$ cat config.mk
export PLATFORM = sky130hd
export DESIGN_NAME = wb_stage
export DESIGN_NICKNAME = d
export VERILOG_FILES = /design/src/rtl/wb_pkg.sv /design/src/rtl/wb_stage_load_aligner.sv /design/src/rtl/wb_stage.sv
export SDC_FILE = /design/constraint.sdc
export NUM_CORES = 1
export LEC_CHECK = 0
export ABC_AREA = 1
export CORE_UTILIZATION = 61
export DETAILED_ROUTE_END_ITERATION = 7
export DONT_BUFFER_PORTS = 1
export GPL_TIMING_DRIVEN = 1
export PLACE_DENSITY = 0.77
export SKIP_CTS_REPAIR_TIMING = 1
export SLEW_MARGIN = 40
export SYNTH_ARGS = -nofsm -noshare
export SYNTH_HDL_FRONTEND = slang
export SYNTH_SLANG_ARGS = --single-unit
export TNS_END_PERCENT = 1
$ cat constraint.sdc
create_clock -name clk -period 2.1 [get_ports clk]
set_input_delay 0.21 -clock clk [delete_from_list [all_inputs] [get_ports clk]]
set_output_delay 0.21 -clock clk [all_outputs]
set_load 0.05 [all_outputs]
$ cat src/rtl/wb_pkg.sv
// Shared types and constants for the write-back stage.
//   memtoreg_e : write-back source select (ALU, load, link, immediate)
//   F3_*       : load funct3 encodings understood by the load aligner
//   wb_state_e : write-back control states
package wb_pkg;

  typedef enum logic [1:0] {
    MTR_ALU  = 2'b00,
    MTR_LOAD = 2'b01,
    MTR_LINK = 2'b10,
    MTR_IMM  = 2'b11
  } memtoreg_e;

  localparam logic [2:0] F3_LB  = 3'b000;
  localparam logic [2:0] F3_LH  = 3'b001;
  localparam logic [2:0] F3_LW  = 3'b010;
  localparam logic [2:0] F3_LBU = 3'b100;
  localparam logic [2:0] F3_LHU = 3'b101;

  typedef enum logic [1:0] {
    IDLE     = 2'b00,
    WAIT_MEM = 2'b01,
    COMMIT   = 2'b10
  } wb_state_e;

endpackage

$ cat src/rtl/wb_stage_load_aligner.sv
// load_aligner: combinational load formatting.
//   fn3     : load funct3
//   addr_lo : byte offset within the word
//   raw     : aligned word returned by data memory
//   data    : byte/half selected and sign/zero extended, or the raw word
// Unknown funct3 codes pass the raw word through.
module load_aligner
  import wb_pkg::*;
#(
  parameter int XLEN = 32
) (
  input  logic [2:0]      fn3,
  input  logic [1:0]      addr_lo,
  input  logic [XLEN-1:0] raw,
  output logic [XLEN-1:0] data
);

  logic [7:0]  byte_sel;
  logic [15:0] half_sel;

  always_comb begin
    byte_sel = raw[7:0];
    case (addr_lo)
      2'd1:    byte_sel = raw[15:8];
      2'd2:    byte_sel = raw[23:16];
      2'd3:    byte_sel = raw[31:24];
      default: byte_sel = raw[7:0];
    endcase
    // addr_lo[0] is a don't-care for halfword loads
    half_sel = addr_lo[1] ? raw[31:16] : raw[15:0];
  end

  always_comb begin
    data = raw;
    case (fn3)
      F3_LB:   data = {{(XLEN-8){byte_sel[7]}}, byte_sel};
      F3_LH:   data = {{(XLEN-16){half_sel[15]}}, half_sel};
      F3_LW:   data = raw;
      F3_LBU:  data = {{(XLEN-8){1'b0}}, byte_sel};
      F3_LHU:  data = {{(XLEN-16){1'b0}}, half_sel};
      default: data = raw;
    endcase
  end

endmodule

$ cat src/rtl/wb_stage.sv
// wb_stage: write-back end of the datapath.
// Accepts a finished instruction, waits for the load response when the
// source is memory, formats it, and drives the register-file write port.
//   clk, reset            : clock, synchronous active-high reset
//   in_valid / in_ready   : upstream handshake (not ready while a load waits)
//   in_rd, in_reg_write   : destination and write intent
//   in_memtoreg           : source select (wb_pkg::memtoreg_e)
//   in_fn3, in_addr_lo    : load format controls
//   in_alu_result, in_pc_plus4, in_imm : candidate write-back values
//   mem_rsp_valid, mem_rdata : load response
//   wb_en, wb_rd, wb_data : register-file write port (wb_en pulses in COMMIT)
//   busy                  : load outstanding
// Optional macro WB_FWD_EN adds fwd_valid, fwd_data and pend_rd for
// forwarding and hazard detection.
module wb_stage
  import wb_pkg::*;
#(
  parameter int XLEN      = 32,
  parameter int RF_ADDR_W = 5
) (
  input  logic                 clk,
  input  logic                 reset,
  input  logic                 in_valid,
  output logic                 in_ready,
  input  logic [RF_ADDR_W-1:0] in_rd,
  input  logic                 in_reg_write,
  input  logic [1:0]           in_memtoreg,
  input  logic [2:0]           in_fn3,
  input  logic [1:0]           in_addr_lo,
  input  logic [XLEN-1:0]      in_alu_result,
  input  logic [XLEN-1:0]      in_pc_plus4,
  input  logic [XLEN-1:0]      in_imm,
  input  logic                 mem_rsp_valid,
  input  logic [XLEN-1:0]      mem_rdata,
  output logic                 wb_en,
  output logic [RF_ADDR_W-1:0] wb_rd,
  output logic [XLEN-1:0]      wb_data,
  output logic                 busy
`ifdef WB_FWD_EN
  ,
  output logic                 fwd_valid,
  output logic [XLEN-1:0]      fwd_data,
  output logic [RF_ADDR_W-1:0] pend_rd
`endif
);

  wb_state_e              state_q, state_d;
  logic [RF_ADDR_W-1:0]   rd_q, rd_d;
  logic                   reg_write_q, reg_write_d;
  memtoreg_e              memtoreg_q, memtoreg_d;
  logic [2:0]             fn3_q, fn3_d;
  logic [1:0]             addr_lo_q, addr_lo_d;
  logic [XLEN-1:0]        data_q, data_d;

  logic                   accept;
  logic [XLEN-1:0]        src_data;
  logic [XLEN-1:0]        load_data;

  // Load formatting uses the fields latched at accept time.
  load_aligner #(.XLEN(XLEN)) u_align (
    .fn3     (fn3_q),
    .addr_lo (addr_lo_q),
    .raw     (mem_rdata),
    .data    (load_data)
  );

  assign in_ready = (state_q != WAIT_MEM);
  assign busy     = (state_q == WAIT_MEM);
  assign accept   = in_valid && in_ready;

  always_comb begin
    src_data = in_alu_result;
    case (memtoreg_e'(in_memtoreg))
      MTR_LINK: src_data = in_pc_plus4;
      MTR_IMM:  src_data = in_imm;
      default:  src_data = in_alu_result;
    endcase
  end

  always_comb begin
    state_d     = state_q;
    rd_d        = rd_q;
    reg_write_d = reg_write_q;
    memtoreg_d  = memtoreg_q;
    fn3_d       = fn3_q;
    addr_lo_d   = addr_lo_q;
    data_d      = data_q;

    case (state_q)
      WAIT_MEM: begin
        if (mem_rsp_valid && memtoreg_q == MTR_LOAD) begin
          data_d  = load_data;
          state_d = COMMIT;
        end
      end
      COMMIT:  state_d = IDLE;
      default: state_d = state_q;
    endcase

    // A new accept (IDLE or COMMIT) overrides the default transition so
    // back-to-back results stream without a bubble. Loads leave data_q
    // alone so wb_data keeps its last committed value while waiting.
    if (accept) begin
      rd_d        = in_rd;
      reg_write_d = in_reg_write;
      memtoreg_d  = memtoreg_e'(in_memtoreg);
      fn3_d       = in_fn3;
      addr_lo_d   = in_addr_lo;
      if (memtoreg_e'(in_memtoreg) == MTR_LOAD) begin
        state_d = WAIT_MEM;
      end else begin
        state_d = COMMIT;
        data_d  = src_data;
      end
    end
  end

  always_ff @(posedge clk) begin
    if (reset) begin
      state_q     <= IDLE;
      rd_q        <= '0;
      reg_write_q <= 1'b0;
      memtoreg_q  <= MTR_ALU;
      fn3_q       <= '0;
      addr_lo_q   <= '0;
      data_q      <= '0;
    end else begin
      state_q     <= state_d;
      rd_q        <= rd_d;
      reg_write_q <= reg_write_d;
      memtoreg_q  <= memtoreg_d;
      fn3_q       <= fn3_d;
      addr_lo_q   <= addr_lo_d;
      data_q      <= data_d;
    end
  end

  assign wb_en   = (state_q == COMMIT) && reg_write_q && (rd_q != '0);
  assign wb_rd   = rd_q;
  assign wb_data = data_q;

`ifdef WB_FWD_EN
  assign fwd_valid = wb_en;
  assign fwd_data  = data_q;
  assign pend_rd   = (state_q == WAIT_MEM && reg_write_q && rd_q != '0) ? rd_q : '0;
`endif

endmodule

==> results of run 1 <==
## logic make-up (layout without fill, tap and decap cells)
group           count (synthesis)  in the layout  synth area share, %
simple gates                  297            297                 38.0
compound gates                146            146                 23.7
buf+inv                        67             53                 9.78
flops                          47             47                 28.5
## power by group
group          internal (W)  switching, W
combinational      0.000217      0.000417
clock              0.000259      0.000301
sequential         0.000974      0.000263
## per-stage QoR
| step | area, µm² | worst slack (ns) |
|---|---|---|
| after global routing | 3400 | 0.156 |
| after floorplan | 3300 | 0.465 |
| after CTS | 3390 | 0.355 |
| after detailed placement | 3310 | 0.374 |
| final | 3400 | 0.351 |
| after global placement | 3310 | 0.448 |
## critical path, stage by stage (launching register included)
cell and delay [ns]:
dfxtp_1 0.35, inv_1 0.16, nand2_1 0.09, nand3_1 0.07, nand2_1 0.07, nand2_1 0.56
nand3_1 0.18, nand2_1 0.11, a21oi_1 0.06
## state kept, by name (all words and copies together) (netlist names)
signal / cells
fn3_q: 3
state_q: 2
wb_data: 32
reg_write_q: 1
memtoreg_q: 2
addr_lo_q: 2
wb_rd: 5
## cell usage in the layout (no fill, tap or decap), types with 5 or more instances in the layout
cell,Yosys,routed
a21oi_1,80,80
nand2_1,194,194
inv_2,7,7
nor2_1,31,31
o21ai_1,28,28
clkbuf_8,0,6
buf_4,6,15
o211ai_1,6,6
inv_1,22,22
nor3_1,5,5
nand3_1,57,57
o21ai_0,23,23
dfxtp_1,47,47
a21oi_2,7,7
## worst max path at each step
stage	start	to	cells after the start
floorplan	state_q[0]$_SDFFE_PP0P_	wb_data[10]$_SDFF_PP0_	8
global placement	fn3_q[0]$_SDFFE_PP0P_	wb_data[25]$_SDFF_PP0_	5
detailed placement	addr_lo_q[1]$_SDFFE_PP0P_	wb_data[27]$_SDFF_PP0_	8
CTS	addr_lo_q[1]$_SDFFE_PP0P_	wb_data[27]$_SDFF_PP0_	8
global route	addr_lo_q[1]$_SDFFE_PP0P_	wb_data[23]$_SDFF_PP0_	8
finish	addr_lo_q[1]$_SDFFE_PP0P_	wb_data[27]$_SDFF_PP0_	8
## routing by layer
metal | wire [µm] | global-route usage (%) | vias to the layer above
met5 | 0 | 0 | -
met4 | 168 | 9.67 | 0
met3 | 745 | 5.29 | 15
li1 | - | - | 1804
met2 | 4570 | 54.3 | 182
met1 | 3900 | 42.0 | 1630
## cell type report
| cell class | instances | area [µm²] |
|---|---|---|
| inverter | 29 | 109 |
| tap | 70 | 87.6 |
| clock buffer | 6 | 82.6 |
| multi-input combinational | 443 | 2040 |
| sequential | 47 | 941 |
| fill | 521 | 1770 |
| timing repair buffer | 17 | 143 |
| clock inverter | 1 | 5.00 |
==> impl_metrics.prom, run 1 <==
# TYPE chip_impl_metric gauge
chip_impl_info{name="status",value="finished clean"} 1
chip_impl_metric{name="dr.pass1.iters",unit=""} 5
chip_impl_metric{name="finalSetupViolations",unit=""} 0
chip_impl_info{name="critical_path.startpoint_type",value="flop"} 1
chip_impl_metric{name="antenna_left",unit=""} 0
chip_impl_metric{name="vias",unit=""} 3631
chip_impl_metric{name="global_route_wire_length_before_repair",unit="µm"} 13800
chip_impl_metric{name="first_global_vias",unit=""} 2845
chip_impl_info{name="netlist_top_cells_count",value="nand2_1, a21oi_1, nand3_1"} 1
chip_impl_metric{name="num_antenna_cells",unit=""} 0
chip_impl_info{name="hold_path.startpoint",value="in_rd[1]"} 1
chip_impl_metric{name="dieWidth",unit="µm"} 75.6
chip_impl_metric{name="cts-buffers-inserted",unit=""} 5
chip_impl_metric{name="yosys_register_bits",unit=""} 47
chip_impl_metric{name="design_power_total",unit="W"} 0.00243
chip_impl_metric{name="postSynthAreaPerCell",unit="µm²"} 5.93
chip_impl_info{name="yosys.area.top_type",value="dfxtp_1"} 1
chip_impl_metric{name="io_pins",unit=""} 185
chip_impl_metric{name="yosys.cell_types.count",unit=""} 26
chip_impl_metric{name="async_flop_share",unit="%"} 0
chip_impl_metric{name="grt_start_max_net_pins",unit=""} 42
chip_impl_metric{name="timing.reg2reg.worst_path_depth",unit=""} 8
chip_impl_metric{name="dpl.cell_count",unit=""} 605
chip_impl_info{name="worstReg2RegEnd",value="wb_data[27]$_SDFF_PP0_"} 1
chip_impl_metric{name="drt_wl_total",unit="µm"} 9380
chip_impl_metric{name="post_route_cells_drive_above_1_share",unit="%"} 8.29
chip_impl_metric{name="core",unit="mm²"} 0.00517
chip_impl_metric{name="starting_density",unit="%"} 63.8
chip_impl_metric{name="gpl.final_weighted_congestion",unit=""} 0.917
chip_impl_info{name="synth.most_common_cell",value="nand2_1"} 1
chip_impl_metric{name="cts_num_sinks",unit=""} 47
chip_impl_metric{name="cp.required",unit="ns"} 2.29
chip_impl_metric{name="timing.reg2reg.setup_slack",unit="ns"} 0.35
chip_impl_metric{name="final_net_count",unit=""} 688
chip_impl_metric{name="worst_setup_hold_path_clk_slew",unit="ns"} 0.08
chip_impl_metric{name="track_usage",unit="%"} 32.1
chip_impl_metric{name="fp-row-count",unit=""} 26
chip_impl_metric{name="min_period",unit="ns"} 1.75
chip_impl_metric{name="postSynthCellCount",unit=""} 557
chip_impl_info{name="cts_tree",value="done"} 1
chip_impl_metric{name="residual_overflow_from_global_routing",unit=""} 0
chip_impl_metric{name="tns",unit="ns"} 0
chip_impl_info{name="rr_startpoint",value="addr_lo_q[1]$_SDFFE_PP0P_"} 1
chip_impl_metric{name="post_detail_place_hpwl",unit="µm"} 7020
chip_impl_metric{name="fin_worst_skew",unit="ns"} 0.00594
chip_impl_metric{name="number_of_port_buffers",unit=""} 0
chip_impl_metric{name="vdd_drop_max",unit="µV"} 317
chip_impl_info{name="timing_worst_setup_path_type",value="reg2reg"} 1
chip_impl_metric{name="period_share",unit="%"} 83.3
chip_impl_metric{name="stdcell_count",unit=""} 613
chip_impl_info{name="worstSetupEndpointType",value="flop"} 1
chip_impl_info{name="clock_root_cell",value="clkbuf_8"} 1
chip_impl_metric{name="layout.core_utilization",unit="%"} 65.8
chip_impl_metric{name="power_leakage",unit="nW"} 1.49
chip_impl_metric{name="syn_area",unit="mm²"} 0.00330
chip_impl_metric{name="drt_drc_violations_left",unit=""} 0
chip_impl_metric{name="share_of_yosys_cell_area_claimed_by_the_top_area_cell_type",unit="%"} 28.5
chip_impl_metric{name="worst_slew_margin_rel",unit="%"} 49.2
chip_impl_metric{name="yosys_warnings",unit=""} 0
chip_impl_metric{name="seq_area_frac_synth",unit="%"} 28.5
chip_impl_metric{name="hold_viol_final",unit=""} 0
chip_impl_metric{name="timing.fmax",unit="MHz"} 572
chip_impl_info{name="post_synth_main_area_contributors",value="dfxtp_1, nand2_1, a21oi_1"} 1
chip_impl_metric{name="die_height",unit="µm"} 75.6
chip_impl_metric{name="dr.first_iter.drc_count",unit=""} 260
chip_impl_metric{name="worst-path-max-fanout",unit=""} 24
chip_impl_metric{name="clock_path_buffers",unit=""} 2
chip_impl_metric{name="dieArea",unit="mm²"} 0.00571
chip_impl_metric{name="synth_nets",unit=""} 702
chip_impl_metric{name="worst_ep_arrival_time",unit="ns"} 1.94
chip_impl_info{name="setup_repair_after_global_routing_missed_its_margin",value="no"} 1
chip_impl_metric{name="routed_via_density",unit=""} 5.92
chip_impl_metric{name="number_of_synthesized_flops_with_an_enable_pin",unit=""} 0
chip_impl_metric{name="worstSkewPairLatency",unit="ns"} 0.30
chip_impl_metric{name="timing_worst_slew_pin_value",unit="ns"} 0.761
chip_impl_info{name="postSynth.topFlopCell",value="dfxtp_1"} 1
chip_impl_metric{name="power.density_cell_area",unit="mW/mm²"} 714
chip_impl_info{name="hp-class",value="in2reg"} 1
chip_impl_metric{name="routedWlPerCell",unit="µm"} 15.3
chip_impl_metric{name="finalHoldWorstSlack",unit="ns"} 0.0473
chip_impl_metric{name="area_growth_synth_to_finish",unit="%"} 3.15
chip_impl_metric{name="final_max_slew_viol_count",unit=""} 0
chip_impl_metric{name="worst_hold_path.num_cells",unit=""} 2
chip_impl_info{name="min_to",value="wb_rd[1]$_SDFFE_PP0P_"} 1
chip_impl_metric{name="maxCapViolCount",unit=""} 0
chip_impl_metric{name="cts-htree-levels",unit=""} 2
chip_impl_metric{name="antenna_found_initial",unit=""} 0
No activity file was read; power rests on OpenSTA's default activity.
==> inputs of run 2 (changes only) <==
Settings changed: CORE_UTILIZATION 61 to 58, PLACE_DENSITY 0.77 to 0.76.
Clock period 2.1 ns to 1.6 ns, I/O delays scaled along.
==> run 2 against run 1 <==
The flow now finishes with violations (hold timing). Core utilization is 3.5 points higher. Sequential share of layout area decreased by 3.0 points. Maximum frequency rose by 21%. Global-route usage down 0.97 points. Clock skew about the same. Worst setup slack lost 0.20 ns. Combinational power grew 100%. Via count rose by 4.8%. Final cell count is 7.5% higher. Sequential power up 7%. Die area grew 5.0%. Power up 51%.
==> impl_metrics.prom, run 2 (synthesis results as in run 1) <==
# TYPE chip_impl_metric gauge
chip_impl_metric{name="core",unit="mm²"} 0.00551
chip_impl_metric{name="worst_ep_arrival_time",unit="ns"} 1.69
chip_impl_metric{name="vias",unit=""} 3804
chip_impl_metric{name="largest_reg_flops",unit=""} 32
chip_impl_metric{name="dr.pass1.iters",unit=""} 5
chip_impl_metric{name="cts-htree-levels",unit=""} 2
chip_impl_metric{name="cts-buffers-inserted",unit=""} 5
chip_impl_metric{name="worst_slew_margin_rel",unit="%"} 57.9
chip_impl_metric{name="timing_worst_slew_pin_value",unit="ns"} 0.629
chip_impl_metric{name="worst_setup_hold_path_clk_slew",unit="ns"} 0.09
chip_impl_metric{name="worst-path-max-fanout",unit=""} 25
chip_impl_metric{name="cp.required",unit="ns"} 1.84
chip_impl_info{name="cts_tree",value="done"} 1
chip_impl_metric{name="timing.fmax",unit="MHz"} 692
chip_impl_info{name="failed_checks",value="hold timing"} 1
chip_impl_metric{name="global_route_wire_length_before_repair",unit="µm"} 15000
chip_impl_info{name="critical-path-slowest-cell",value="dfxtp_1"} 1
chip_impl_metric{name="num_antenna_cells",unit=""} 0
chip_impl_metric{name="first_global_vias",unit=""} 3160
chip_impl_metric{name="dieWidth",unit="µm"} 77.4
chip_impl_metric{name="final_net_count",unit=""} 731
chip_impl_metric{name="post_detail_place_hpwl",unit="µm"} 7050
chip_impl_metric{name="worstSkewPairLatency",unit="ns"} 0.31
chip_impl_metric{name="vdd_drop_max",unit="µV"} 508
chip_impl_metric{name="routedWlPerCell",unit="µm"} 14.7
chip_impl_metric{name="period_share",unit="%"} 90.3
chip_impl_metric{name="antenna_left",unit=""} 0
chip_impl_metric{name="post_route_cells_drive_above_1_share",unit="%"} 14.8
chip_impl_metric{name="final_cell_area",unit="mm²"} 0.00382
chip_impl_metric{name="residual_overflow_from_global_routing",unit=""} 0
chip_impl_metric{name="antenna_found_initial",unit=""} 0
chip_impl_metric{name="hold_viol_final",unit=""} 4
chip_impl_metric{name="finalSetupViolations",unit=""} 0
chip_impl_info{name="setup_repair_after_global_routing_missed_its_margin",value="no"} 1
chip_impl_metric{name="maxCapViolCount",unit=""} 0
chip_impl_metric{name="dieArea",unit="mm²"} 0.00600
chip_impl_info{name="timing_worst_setup_path_type",value="reg2reg"} 1
chip_impl_metric{name="drt_drc_violations_left",unit=""} 0
chip_impl_metric{name="final_max_slew_viol_count",unit=""} 0
chip_impl_metric{name="drt_wl_total",unit="µm"} 9680
chip_impl_metric{name="gpl.final_weighted_congestion",unit=""} 0.961
chip_impl_info{name="clock_root_cell",value="clkbuf_8"} 1
chip_impl_metric{name="pre_cts_ws",unit="ns"} -0.0223
chip_impl_metric{name="starting_density",unit="%"} 59.9
chip_impl_metric{name="placed_area",unit="mm²"} 0.00363
chip_impl_metric{name="routed_via_density",unit=""} 5.77
chip_impl_metric{name="io_pins",unit=""} 185
chip_impl_metric{name="grt_start_max_net_pins",unit=""} 42
chip_impl_info{name="worstPathCellList",value="inv_2 -> nor2_4 -> inv_4 -> nor2_8 -> buf_4 -> nand3_1 -> a21oi_1"} 1
chip_impl_metric{name="finalHoldWorstSlack",unit="ns"} -0.0142
chip_impl_metric{name="power.density_cell_area",unit="mW/mm²"} 960
chip_impl_metric{name="fp-row-count",unit=""} 27
chip_impl_info{name="worstSetupEndpointType",value="flop"} 1
chip_impl_metric{name="n_fill_cell",unit=""} 524
chip_impl_metric{name="setup_ws",unit="ns"} 0.155
chip_impl_info{name="layout_common_cells",value="nand2_1, a21oi_1, nand3_1"} 1
chip_impl_info{name="critical_path.startpoint_type",value="flop"} 1
chip_impl_metric{name="number_of_port_buffers",unit=""} 0
chip_impl_metric{name="fin_worst_skew",unit="ns"} 0.00630
chip_impl_info{name="hp-class",value="in2reg"} 1
chip_impl_metric{name="area_growth_synth_to_finish",unit="%"} 15.6
chip_impl_info{name="status",value="finished with violations"} 1
chip_impl_info{name="layout_commonest_cell",value="nand2_1"} 1
chip_impl_metric{name="min_period",unit="ns"} 1.45
chip_impl_metric{name="power_leakage",unit="nW"} 1.74
chip_impl_metric{name="cts_num_sinks",unit=""} 47
chip_impl_metric{name="die_height",unit="µm"} 77.4
chip_impl_metric{name="dr.first_iter.drc_count",unit=""} 296
chip_impl_metric{name="layout.core_utilization",unit="%"} 69.3
chip_impl_metric{name="track_usage",unit="%"} 31.1
chip_impl_metric{name="tns",unit="ns"} 0
chip_impl_metric{name="clock_path_buffers",unit=""} 2
chip_impl_metric{name="cp_slowest_stage_delay",unit="ns"} 0.35
run 2: worst max-delay path: cells and delay by family (launching register included):
kind            cells  cell delay, ns
simple gates        3            0.46
buf+inv             3            0.40
compound gates      1            0.16
flops               1            0.35
run 2: worst paths after layout:
kind | slack (ns) | cells past startpoint | startpoint | end
worst max-delay path | 0.15 | 7 | state_q[0]$_SDFFE_PP0P_ | wb_data[1]$_SDFF_PP0_
worst min-delay path | -0.01 | 2 | in_rd[2] | wb_rd[2]$_SDFFE_PP0P_
worst max register to register | 0.15 | 7 | state_q[0]$_SDFFE_PP0P_ | wb_data[1]$_SDFF_PP0_
worst min register to register | 0.47 | 2 | memtoreg_q[1]$_SDFFE_PP0P_ | memtoreg_q[1]$_SDFFE_PP0P_
run 2: final cells by class:
| type | instances | area (µm²) | area share (%) |
|---|---|---|---|
| Multi-Input combinational cell | 444 | 2050 | 53.8 |
| Sequential cell | 47 | 941 | 24.7 |
| Timing Repair Buffer | 59 | 485 | 12.7 |
| Inverter | 29 | 114 | 2.98 |
| Tap cell | 72 | 90.1 | 2.36 |
| Clock buffer | 6 | 72.6 | 1.90 |
| Clock inverter | 2 | 60.1 | 1.57 |
run 2: metrics by stage:
step,power (W),std cells
6_report,0.00366,659
5_1_grt,0.00384,659
4_1_cts,0.00363,654
3_5_place_dp,0.00261,646
3_3_place_gp,0.00259,646
2_1_floorplan,0.00232,557
run 2: report_power, final:
part,switching (W),total [W],internal [W]
Clock,0.000418,0.00104,0.000625
Combinational,0.000868,0.00129,0.000422
Sequential,0.0000526,0.00133,0.00128
run 2: per-layer routing:
metal,track usage (%),vias to the layer above,routed length (µm)
met5,0,-,0
met4,7.92,0,120
met3,8.35,9,988
met2,51.2,197,4570
met1,40.0,1708,4010
li1,-,1890,-
